==> src/rtl/seq_detect_fsm.sv <==
// rtl/seq_detect_fsm.sv - serial pattern detector with prefix progress and saturating match counter
//
// Purpose:
//   Watches a serial bit stream (one bit per cycle when en=1) for PATTERN,
//   MSB received first. Reports a registered one-cycle match pulse and the
//   length of the pattern prefix currently matched by the tail of the stream.
//
// Ports:
//   clk       - rising-edge clock
//   rst_n     - asynchronous active-low reset
//   en        - accept x on this edge
//   clr       - synchronous clear, wins over en and over a match
//   x         - serial data bit
//   match     - one-cycle pulse after the edge that completes PATTERN
//   progress  - longest proper prefix of PATTERN that ends the accepted history
//   match_cnt - saturating count of matches
//   cnt_sat   - match_cnt is all-ones
//
// Configuration macro:
//   SEQ_DETECT_FSM_CNT_EN - builds the match counter; when undefined,
//                           match_cnt and cnt_sat are tied to 0.

module seq_detect_fsm #(
    parameter int               PAT_W   = 4,
    parameter logic [PAT_W-1:0] PATTERN = 4'b1011,
    parameter bit               OVERLAP = 1'b1,
    parameter int               CNT_W   = 8
) (
    input  logic                     clk,
    input  logic                     rst_n,
    input  logic                     en,
    input  logic                     clr,
    input  logic                     x,
    output logic                     match,
    output logic [$clog2(PAT_W)-1:0] progress,
    output logic [CNT_W-1:0]         match_cnt,
    output logic                     cnt_sat
);

    localparam int FW = $clog2(PAT_W + 1);
    localparam int PW = $clog2(PAT_W);

    // hist_q[0] is the newest bit; fill_q counts valid history bits (0..PAT_W).
    logic [PAT_W-1:0] hist_q, hist_d;
    logic [FW-1:0]    fill_q, fill_d;
    logic             match_q, match_d;
    logic             hit;

    always_ff @(posedge clk or negedge rst_n) begin
        if (!rst_n) begin
            hist_q  <= '0;
            fill_q  <= '0;
            match_q <= 1'b0;
        end else begin
            hist_q  <= hist_d;
            fill_q  <= fill_d;
            match_q <= match_d;
        end
    end

    always_comb begin
        hist_d  = hist_q;
        fill_d  = fill_q;
        match_d = 1'b0;
        hit     = 1'b0;
        if (clr) begin
            hist_d = '0;
            fill_d = '0;
        end else if (en) begin
            hist_d = {hist_q[PAT_W-2:0], x};
            if (fill_q != FW'(PAT_W)) begin
                fill_d = fill_q + 1'b1;
            end
            hit     = (fill_d == FW'(PAT_W)) && (hist_d == PATTERN);
            match_d = hit;
            // Non-overlapping mode: forget the history so the next match
            // needs a full fresh pattern.
            if (hit && !OVERLAP) begin
                fill_d = '0;
            end
        end
    end

    // Longest k < PAT_W such that the last k accepted bits equal the first
    // k bits of PATTERN, never reaching past the valid fill.
    logic [PW-1:0] prog;
    logic          ok;

    always_comb begin
        prog = '0;
        ok   = 1'b0;
        for (int k = 1; k < PAT_W; k++) begin
            ok = 1'b1;
            for (int j = 0; j < k; j++) begin
                if (hist_q[j] != PATTERN[PAT_W-k+j]) begin
                    ok = 1'b0;
                end
            end
            if (ok && (int'(fill_q) >= k)) begin
                prog = PW'(k);
            end
        end
    end

    assign match    = match_q;
    assign progress = prog;

`ifdef SEQ_DETECT_FSM_CNT_EN
    logic [CNT_W-1:0] cnt_q;

    always_ff @(posedge clk or negedge rst_n) begin
        if (!rst_n) begin
            cnt_q <= '0;
        end else if (clr) begin
            cnt_q <= '0;
        end else if (hit && !(&cnt_q)) begin
            cnt_q <= cnt_q + 1'b1;
        end
    end

    assign match_cnt = cnt_q;
    assign cnt_sat   = &cnt_q;
`else
    assign match_cnt = '0;
    assign cnt_sat   = 1'b0;
`endif

endmodule

==> config.mk <==
export PLATFORM = sky130hd
export DESIGN_NAME = seq_detect_fsm
export DESIGN_NICKNAME = d
export VERILOG_FILES = /design/src/rtl/seq_detect_fsm.sv
export SDC_FILE = /design/constraint.sdc
export NUM_CORES = 1
export LEC_CHECK = 0
export CAP_MARGIN = 20
export CORE_AREA = 2 2 39 41
export CTS_CLUSTER_DIAMETER = 100
export DETAILED_ROUTE_END_ITERATION = 10
export DIE_AREA = 0 0 41 43
export GPL_TIMING_DRIVEN = 0
export HOLD_SLACK_MARGIN = 0.05
export PLACE_DENSITY = 0.73
export SLEW_MARGIN = 25
export SYNTH_ARGS = -nofsm -noshare
export SYNTH_HDL_FRONTEND = slang
export SYNTH_SLANG_ARGS = --single-unit
==> constraint.sdc <==
create_clock -name clk -period 1.9 [get_ports clk]
set_clock_uncertainty 0.2 [all_clocks]
set_input_delay 0.19 -clock clk [delete_from_list [all_inputs] [get_ports clk]]
set_output_delay 0.19 -clock clk [all_outputs]
set_load 0.02 [all_outputs]
---- Word level (Yosys, flattened, before mapping) ----
Cells that the tools add are included.
word-level totals
  memories kept ........................... 0
  register bits ........................... 7
  memory bits (read-only) ................. 0
  logic and storage cells ................. 32
  bits in latches ......................... 0
  output and inout bits ................... 12
  memory bits (writable) .................. 0
cells by class
  bitwise operators ....................... 0
  add/subtract/negate cells ............... 1
  $mul .................................... 0
  reduce and logical (&&, ||, !) cells .... 5
  shift-type cells ........................ 0
  div/mod/pow operators ................... 0
  order comparisons ....................... 3
  mux-type cells .......................... 17
  equality and inequality tests ........... 3
operators with widths
  kind                   count
  $mux W3                7
  $mux W1                8
  $ge A3 B2 Y1 const B   2
  $eq A4 B4 Y1 const B   1
  $logic_and A1 B1 Y1    4
  $mux W2                2
  $add A3 B1 Y3 const B  1
  $eq A3 B3 Y1 const B   1
  $ge A3 B1 Y1 const B   1
  $ne A3 B3 Y1 const B   1
  $reduce_bool A2 Y1     1

---- Depth between registers and ports, before layout ----
Gate-level depths: netlist of the first run.
  depth in word-level cells ............... 8
  gate-level depth with buffers ........... 5

---- Worst setup path after synthesis of the first run ----
Ideal clock, no wire load.
  path kind ............................... register to output
  start ................................... reg fill_q[0]
  end ..................................... out progress[1]
  data required time ...................... 1.510 ns
  stages on the path, launching flop included .. 6
  arrival ................................. 1.362 ns
  slack ................................... 0.148 ns
  buffers on the path ..................... 0
  cells stage by stage .................... dfrtp_1 > ha_1 > ha_1 > a211o_2 > nand3_1 > o21ai_0
between the ends
  longest elaborated chain between the ends .. 4
  elaborated cells on any way between the ends .. 6
  classes of those cells .................. order compare: 2; mux: 2; reduce/logical: 2
ends and longest elaborated chain
  item                    RTL line  RTL
  start, declared         45        logic [FW-1:0] fill_q, fill_d;
  start signal, assigned  56        fill_q <= fill_d;
  $ge A3 B2 Y1            99        if (ok && (int'(fill_q) >= k)) begin
  $logic_and A1 B1 Y1     99
  $mux W2                 99
  $mux W2 *               99
  end, declared           35        output logic [$clog2(PAT_W)-1:0] progress,
Every way passes the cells marked *; elsewhere a longest branch is shown, timed or not.

---- Worst setup path after layout of the first run ----
Ends and elaborated chain as after synthesis.

==> results of run 1 <==
## worst paths after layout
check | startpoint | end
max in group asynchronous | rst_n | fill_q[1]
setup / recovery | fill_q[0] | progress[1]
hold / removal | hist_q[2] | hist_q[2]
hold reg to reg | hist_q[2] | hist_q[2]
min in group asynchronous | rst_n | match
setup reg to reg | fill_q[0] | match
## power breakdown
| part | internal, mW | switching, mW |
|---|---|---|
| Combinational | 0.0739 | 0.0673 |
| Clock | 0.0797 | 0.0472 |
| Sequential | 0.158 | 0.0113 |
## what timing repair did
action                                 in CTS  in global routing
pin swaps                                   2                  3
setup endpoints to repair                   2                  2
resized for setup                          22                  8
endpoints found under the hold margin       7                  0
buffers inserted                            4                  1
hold buffers                                1                  0
## registers in the layout (all words and copies together), names as in the netlist
name and cells:
match 1, fill_q 3, hist_q 3
## cell usage in the layout (no fill, tap or decap), drive strengths merged, types with 2 or more instances in the layout
cell type | netlist | routed
buf | 9 | 16
conb | 1 | 9
a21oi | 2 | 2
o21ai | 3 | 3
dfrtp | 7 | 7
clkdlybuf4s50 | 0 | 5
nor2 | 5 | 5
clkbuf | 0 | 4
nand2 | 3 | 3
nor2b | 2 | 2
nand3 | 2 | 2
mux2i | 3 | 3
inv | 4 | 4
ha | 4 | 4
## metal layers
metal  wire length, microns  GRT usage  part of all wire  vias to the layer above
li1                       -          -                 -                      209
met1                    382     0.1711              0.43                      198
met2                    474     0.1781              0.53                        7
met3                     36    0.01571             0.040                        0
met4                      0    0.06000                 0                        0
met5                      0          0                 0                        -
## cells by family after synthesis
| group | Yosys count | synth area share |
|---|---|---|
| buffers and inverters | 13 | 0.1675 |
| adders and majority gates | 4 | 0.1015 |
| other | 1 | 0.007607 |
| AOI/OAI and AO/OA | 9 | 0.1370 |
| DFF | 7 | 0.3553 |
| xor gates and xnor gates | 1 | 0.01777 |
| and+or+nand+nor | 15 | 0.1523 |
| muxes | 3 | 0.06092 |
## final cells by class
type,instances,area share
inverters,4,0.01970
clock buffers,4,0.03448
repair buffers,13,0.1626
well taps,16,0.02627
flip-flops and latches,7,0.2348
multi-input cells,41,0.4335
plain buffers,9,0.08867
## worst reg2reg max path, cell delays in order (launching register included)
cell and delay [ns]:
dfrtp_2 0.43, buf_6 0.14, inv_1 0.05, ha_1 0.22, nand2_2 0.07, or3_1 0.32, a211oi_2 0.20
## stage by stage
step           std cells  total power [mW]  hold WS (ns)  setup TNS (ns)
2_1_floorplan         61            0.2391       -0.3056               0
3_3_place_gp          84            0.2638        0.2579         -0.6311
3_5_place_dp          84            0.2660        0.2615         -0.6676
4_1_cts               93            0.4286        0.3356        -0.06744
5_1_grt               94            0.4686        0.3699         -0.1330
6_report              94            0.4376        0.3331        -0.01583
==> metrics, run 1 <==
core area 1384 sq um; Fmax 0.5220 GHz; Area contributors post-synth dfrtp_1, buf_4, ha_1; Rows 14; Critical Path Fanout Max 2; Final setup viols 1; CTS tree built; initial drt markers 2; WP data arrival 1.53 ns; Top Family by Delay on Critical Path flip-flops; initial antenna violation count 0; most frequent CP cell ha_4; EDFF count, synth 0; largest net degree at the start of global routing 8; Wirelength per Cell 9.500 microns; Final WS setup -0.01583 ns; antenna cell count 0; syn_area_per_cell 9.301 sq um; Worst-path clk slew 0.05 ns; Final #Nets 88; worst min path class reg2reg; first-pass GRT wire length 1.483 mm; io pins 17; Most used DFF post-synth dfrtp_1; number of remaining DRC errors 0; worst slack, placed -0.3580 ns; Final Util 0.5506; PortBufs 7; Hold Vio Cnt, Final 0; layout cell share with drive strength beyond 1 0.4231; slowest CP cell dfrtp_2; PwrDens 574.3 nW/um^2; Setup CP Type reg2out; synthesized flop and latch total 7; Stages on worst setup path 6; total gr overflow 0; Leak 0.3537 nW; Hold Path Depth 2; chip height 43 microns; clk sinks 7; CP Capture Type output pin; DRT antenna net count 0; VDD IR max 0.3316 mV; period utilisation layout 1.008; Synth cell types 21; RSZ-0062 raised after global routing yes; Final Wtd Congestion 0.7396; DR pass1 iterations 3; R2R Setup Slk 0.18 ns; area of the multi-input gates 330.3 sq um; Worst-Skew Late Latency 0.24 ns; CTS Buf Count 3; most common cell in the netlist buf_4; data required time at the worst endpoint 1.51 ns; type of origin of the critical path flip-flop; Max Cap Viol 0; DIE AREA 1763 sq um; Vias per Instance 4.404; status finished with violations; HPWL after DPL 654.4 microns; Slew Viols, Final 0; Warnings, synthesis 0; total number of vias 414; register area share after synthesis 0.3553; cells on worst reg2reg path 6; vias in the first global route 370; post-synth top area cell dfrtp_1; failing checks setup timing; area share of the largest cell type after synthesis 0.3553; GRT Util Overall 0.1221; clock buffer depth 2; Bufs and invs on worst path 1; CTS root buf clkbuf_4; Syn-to-layout area delta 54.57%; register area 178.9 sq um; Syn Std Cell Area 493.0 sq um; top post-synthesis cells by count buf_4, dfrtp_1, nor2_1, ha_1, inv_1; H-tree Lvls 1; Placed Area 613.1 sq um; final WL 893 microns; fraction of registers with async set/reset 1.000; crit-path cells ha_4 > ha_4 > a211o_2 > nand3_2 > o21ai_2 > buf_6; starting density of the core 0.3562; Die Wd 41 microns; Post-Syn Instances 53; fin area 762.0 sq um; Fillers 129; delay of the slowest cell on the worst path 0.43 ns; Final Critical Period 1.916 ns
(Power assumes the default switching activity.)
==> run 2: changes to the inputs <==
--- a/config.mk
+++ b/config.mk
@@ -5,6 +5,7 @@
 export SDC_FILE = /design/constraint.sdc
 export NUM_CORES = 1
 export LEC_CHECK = 0
+export ABC_AREA = 1
 export CAP_MARGIN = 20
 export CORE_AREA = 2 2 39 41
 export CTS_CLUSTER_DIAMETER = 100
@@ -12,7 +13,7 @@
 export DIE_AREA = 0 0 41 43
 export GPL_TIMING_DRIVEN = 0
 export HOLD_SLACK_MARGIN = 0.05
-export PLACE_DENSITY = 0.73
+export PLACE_DENSITY = 0.72
 export SLEW_MARGIN = 25
 export SYNTH_ARGS = -nofsm -noshare
 export SYNTH_HDL_FRONTEND = slang
==> run 2 against run 1 <==
Against the previous run:
- the flow now finishes without violations
- sequential power decreased by 5%
- power is 8.8% lower
- design area is 16% lower
- sequential share of layout area up 3.8 points
- highest routed layer is now met4
- wire length increased by 4.4%
- count of clock-buffer cells in the layout unchanged
==> metrics, run 2 <==
Critical Path Fanout Max 2 (unchanged); Final Hold Slack 0.3441 ns (+0.01098 ns); Warnings, synthesis 0 (unchanged); top post-synthesis cells by count nand2_1, buf_4, inv_1, dfrtp_1; Die Wd 41 microns (unchanged); Final setup viols 0 (-1); Wirelength per Cell 9.137 microns (-3.8%); post-synth top area cell dfrtp_1; starting density of the core 0.3445 (-0.01175); most common library cell in the layout ignoring fill and taps nand2_1; register area share after synthesis 0.3675 (+0.01212); Final WS setup 0.1072 ns (+0.1231 ns); Post-Synth XOR/XNOR Area 0 (-0.01777); Syn Std Cell Area 476.7 sq um (-3.3%); CP Capture Type output pin; CTS Buf Count 3 (unchanged); CTS root buf clkbuf_4; RSZ-0062 raised after global routing no; Reg-to-Reg Start fill_q[1]; Syn-to-layout area delta 34.91%; initial drt markers 5 (+3); status completed; largest net degree at the start of global routing 8 (unchanged); Hold Path Depth 3 (+1); critical path launch point fill_q[0]; R2R Setup Slk 0.36 ns (+0.18 ns); vias in the first global route 414 (+12%); io pins 17 (unchanged); Slew Viols, Final 0 (unchanged); Max Cap Viol 0 (unchanged); commonest cells after routing, fill and taps aside nand2_1, buf_4, inv_1, conb_1, dfrtp_1; EDFF count, synth 0 (unchanged); Final #Nets 96 (+9.1%); synthesized flop and latch total 7 (unchanged); GRT Util Overall 0.1462 (+0.02412); worst slack, placed -0.1141 ns (+0.2439 ns); total number of vias 418 (+0.97%); antenna cell count 0 (unchanged); HPWL after DPL 699.1 microns (+6.8%); PortBufs 7 (unchanged); r2r endpoint match; Fillers 155 (+20%); syn_area_per_cell 7.449 sq um (-20%); cells on worst reg2reg path 8 (+2); H-tree Lvls 1 (unchanged); layout cell share with drive strength beyond 1 0.1977 (-0.2254); Post-Syn Instances 64 (+21%); final WL 932 microns (+4.4%); simple-gate share of the synthesized area 0.2178 (+0.06556); Synth Area in Compound Gates 0.08924 (-0.04782); Setup CP Type reg2out; clock buffer depth 2 (unchanged); initial antenna violation count 0 (unchanged); Worst-Skew Late Latency 0.25 ns (about the same); critical path capture point progress[0]; Worst-path clk slew 0.05 ns (about the same); area of the multi-input gates 232.7 sq um (-30%); DR pass1 iterations 4 (+1); type of origin of the critical path flip-flop; VDD IR max 0.3954 mV (+19%); DIE AREA 1763 sq um (unchanged); worst min path class in2reg; Hold Vio Cnt, Final 0 (unchanged); period utilisation layout 0.9436 (-0.06478); clk sinks 7 (unchanged); DRT antenna net count 0 (unchanged); Rows 14 (unchanged); core area 1384 sq um (unchanged); register area 175.2 sq um (-2.1%); Final Wtd Congestion 0.7335 (-0.82%); area share of the largest cell type after synthesis 0.3675 (+0.01212); fraction of registers with async set/reset 1.000 (unchanged); most common cell in the netlist nand2_1; PwrDens 620.8 nW/um^2 (+8.1%); Vias per Instance 4.098 (-7.0%); post-synthesis mux area share 0 (-0.06091); setup TNS 0 ns (+0.01583 ns); first-pass GRT wire length 1.662 mm (+12%); CTS tree built; WP data arrival 1.40 ns (-0.13 ns); chip height 43 microns (unchanged); total gr overflow 0 (unchanged); Synth cell types 11 (-48%); data required time at the worst endpoint 1.51 ns (about the same); Leak 0.3577 nW (+1.1%); number of remaining DRC errors 0 (unchanged); Final Util 0.4647 (-0.08590); Synth Area in Adders 0.1050 (+0.003464); largest family of logic cells by synthesized area simple AND/OR/NAND/NOR gates; Final Critical Period 1.793 ns (-0.1231 ns); Most used DFF post-synth dfrtp_1; Fmax 0.5578 GHz (+6.9%); Area contributors post-synth dfrtp_1, buf_4, nand2_1
[run 2: cell count changes in the layout (fill, tap and decap cells not counted), moves of 4 or more]
cell	before	now
nand2_1	2	16
nand3_1	1	5
o21ai_1	0	4
inv_1	3	9
[run 2: critical path, stage by stage, from the launching register on]
cell	delay (ns)
dfrtp_1	0.38
ha_2	0.18
ha_1	0.16
nor2_1	0.09
o21ai_1	0.06
nand2_1	0.07
nand2_1	0.05
buf_4	0.15
[run 2: how the worst min path moves through the flow]
stage / startpoint / endpoint / slack, ns
5_1_grt: x / hist_q[0] / 0.38
2_1_floorplan: rst_n / fill_q[0] / -0.31
3_3_place_gp: rst_n / hist_q[1] / 0.27
6_report: x / hist_q[0] / 0.34
4_1_cts: x / hist_q[0] / 0.34
3_5_place_dp: rst_n / hist_q[1] / 0.27
[run 2: cell type report]
class / count / share of cell area
clock buffer: 4 / 0.04086
tap: 16 / 0.03113
timing repair buffer: 10 / 0.1362
sequential: 7 / 0.2724
buffer: 9 / 0.1051
inverter: 9 / 0.05253
multi-input combinational: 47 / 0.3619
[run 2: where the power goes]
group          switching, mW  internal (mW)  total, mW
clock network         0.0548         0.0801      0.135
registers            0.00524          0.157      0.162
logic                 0.0590         0.0435      0.103
[run 2: through the flow]
step | cells | cell area [sq um] | power, mW
2_1_floorplan | 72 | 506.7 | 0.2335
3_3_place_gp | 95 | 596.8 | 0.2550
3_5_place_dp | 95 | 596.8 | 0.2581
4_1_cts | 102 | 638.1 | 0.4068
5_1_grt | 102 | 643.1 | 0.4235
6_report | 102 | 643.1 | 0.3992
[run 2: cells by family after synthesis]
kind of cell,after synthesis
compound gates,8
buf+inv,18
flops,7
other cells,1
simple gates,26
fa+ha+maj,4
[run 2: metal layers]
layer / track usage / vias to the layer above / wire [microns]
met5: 0 / - / 0
met1: 0.1567 / 183 / 350
li1: - / 224 / -
met4: 0.08000 / 0 / 22
met3: 0.03141 / 2 / 34
met2: 0.2469 / 9 / 524
[run 2: timing repair]
action | CTS | global route
endpoints found under the hold margin | 7 | 0
hold buffers | 1 | 0
buffers inserted | 2 | 0
endpoints found under the setup margin | 2 | 2
resized for setup | 8 | 3
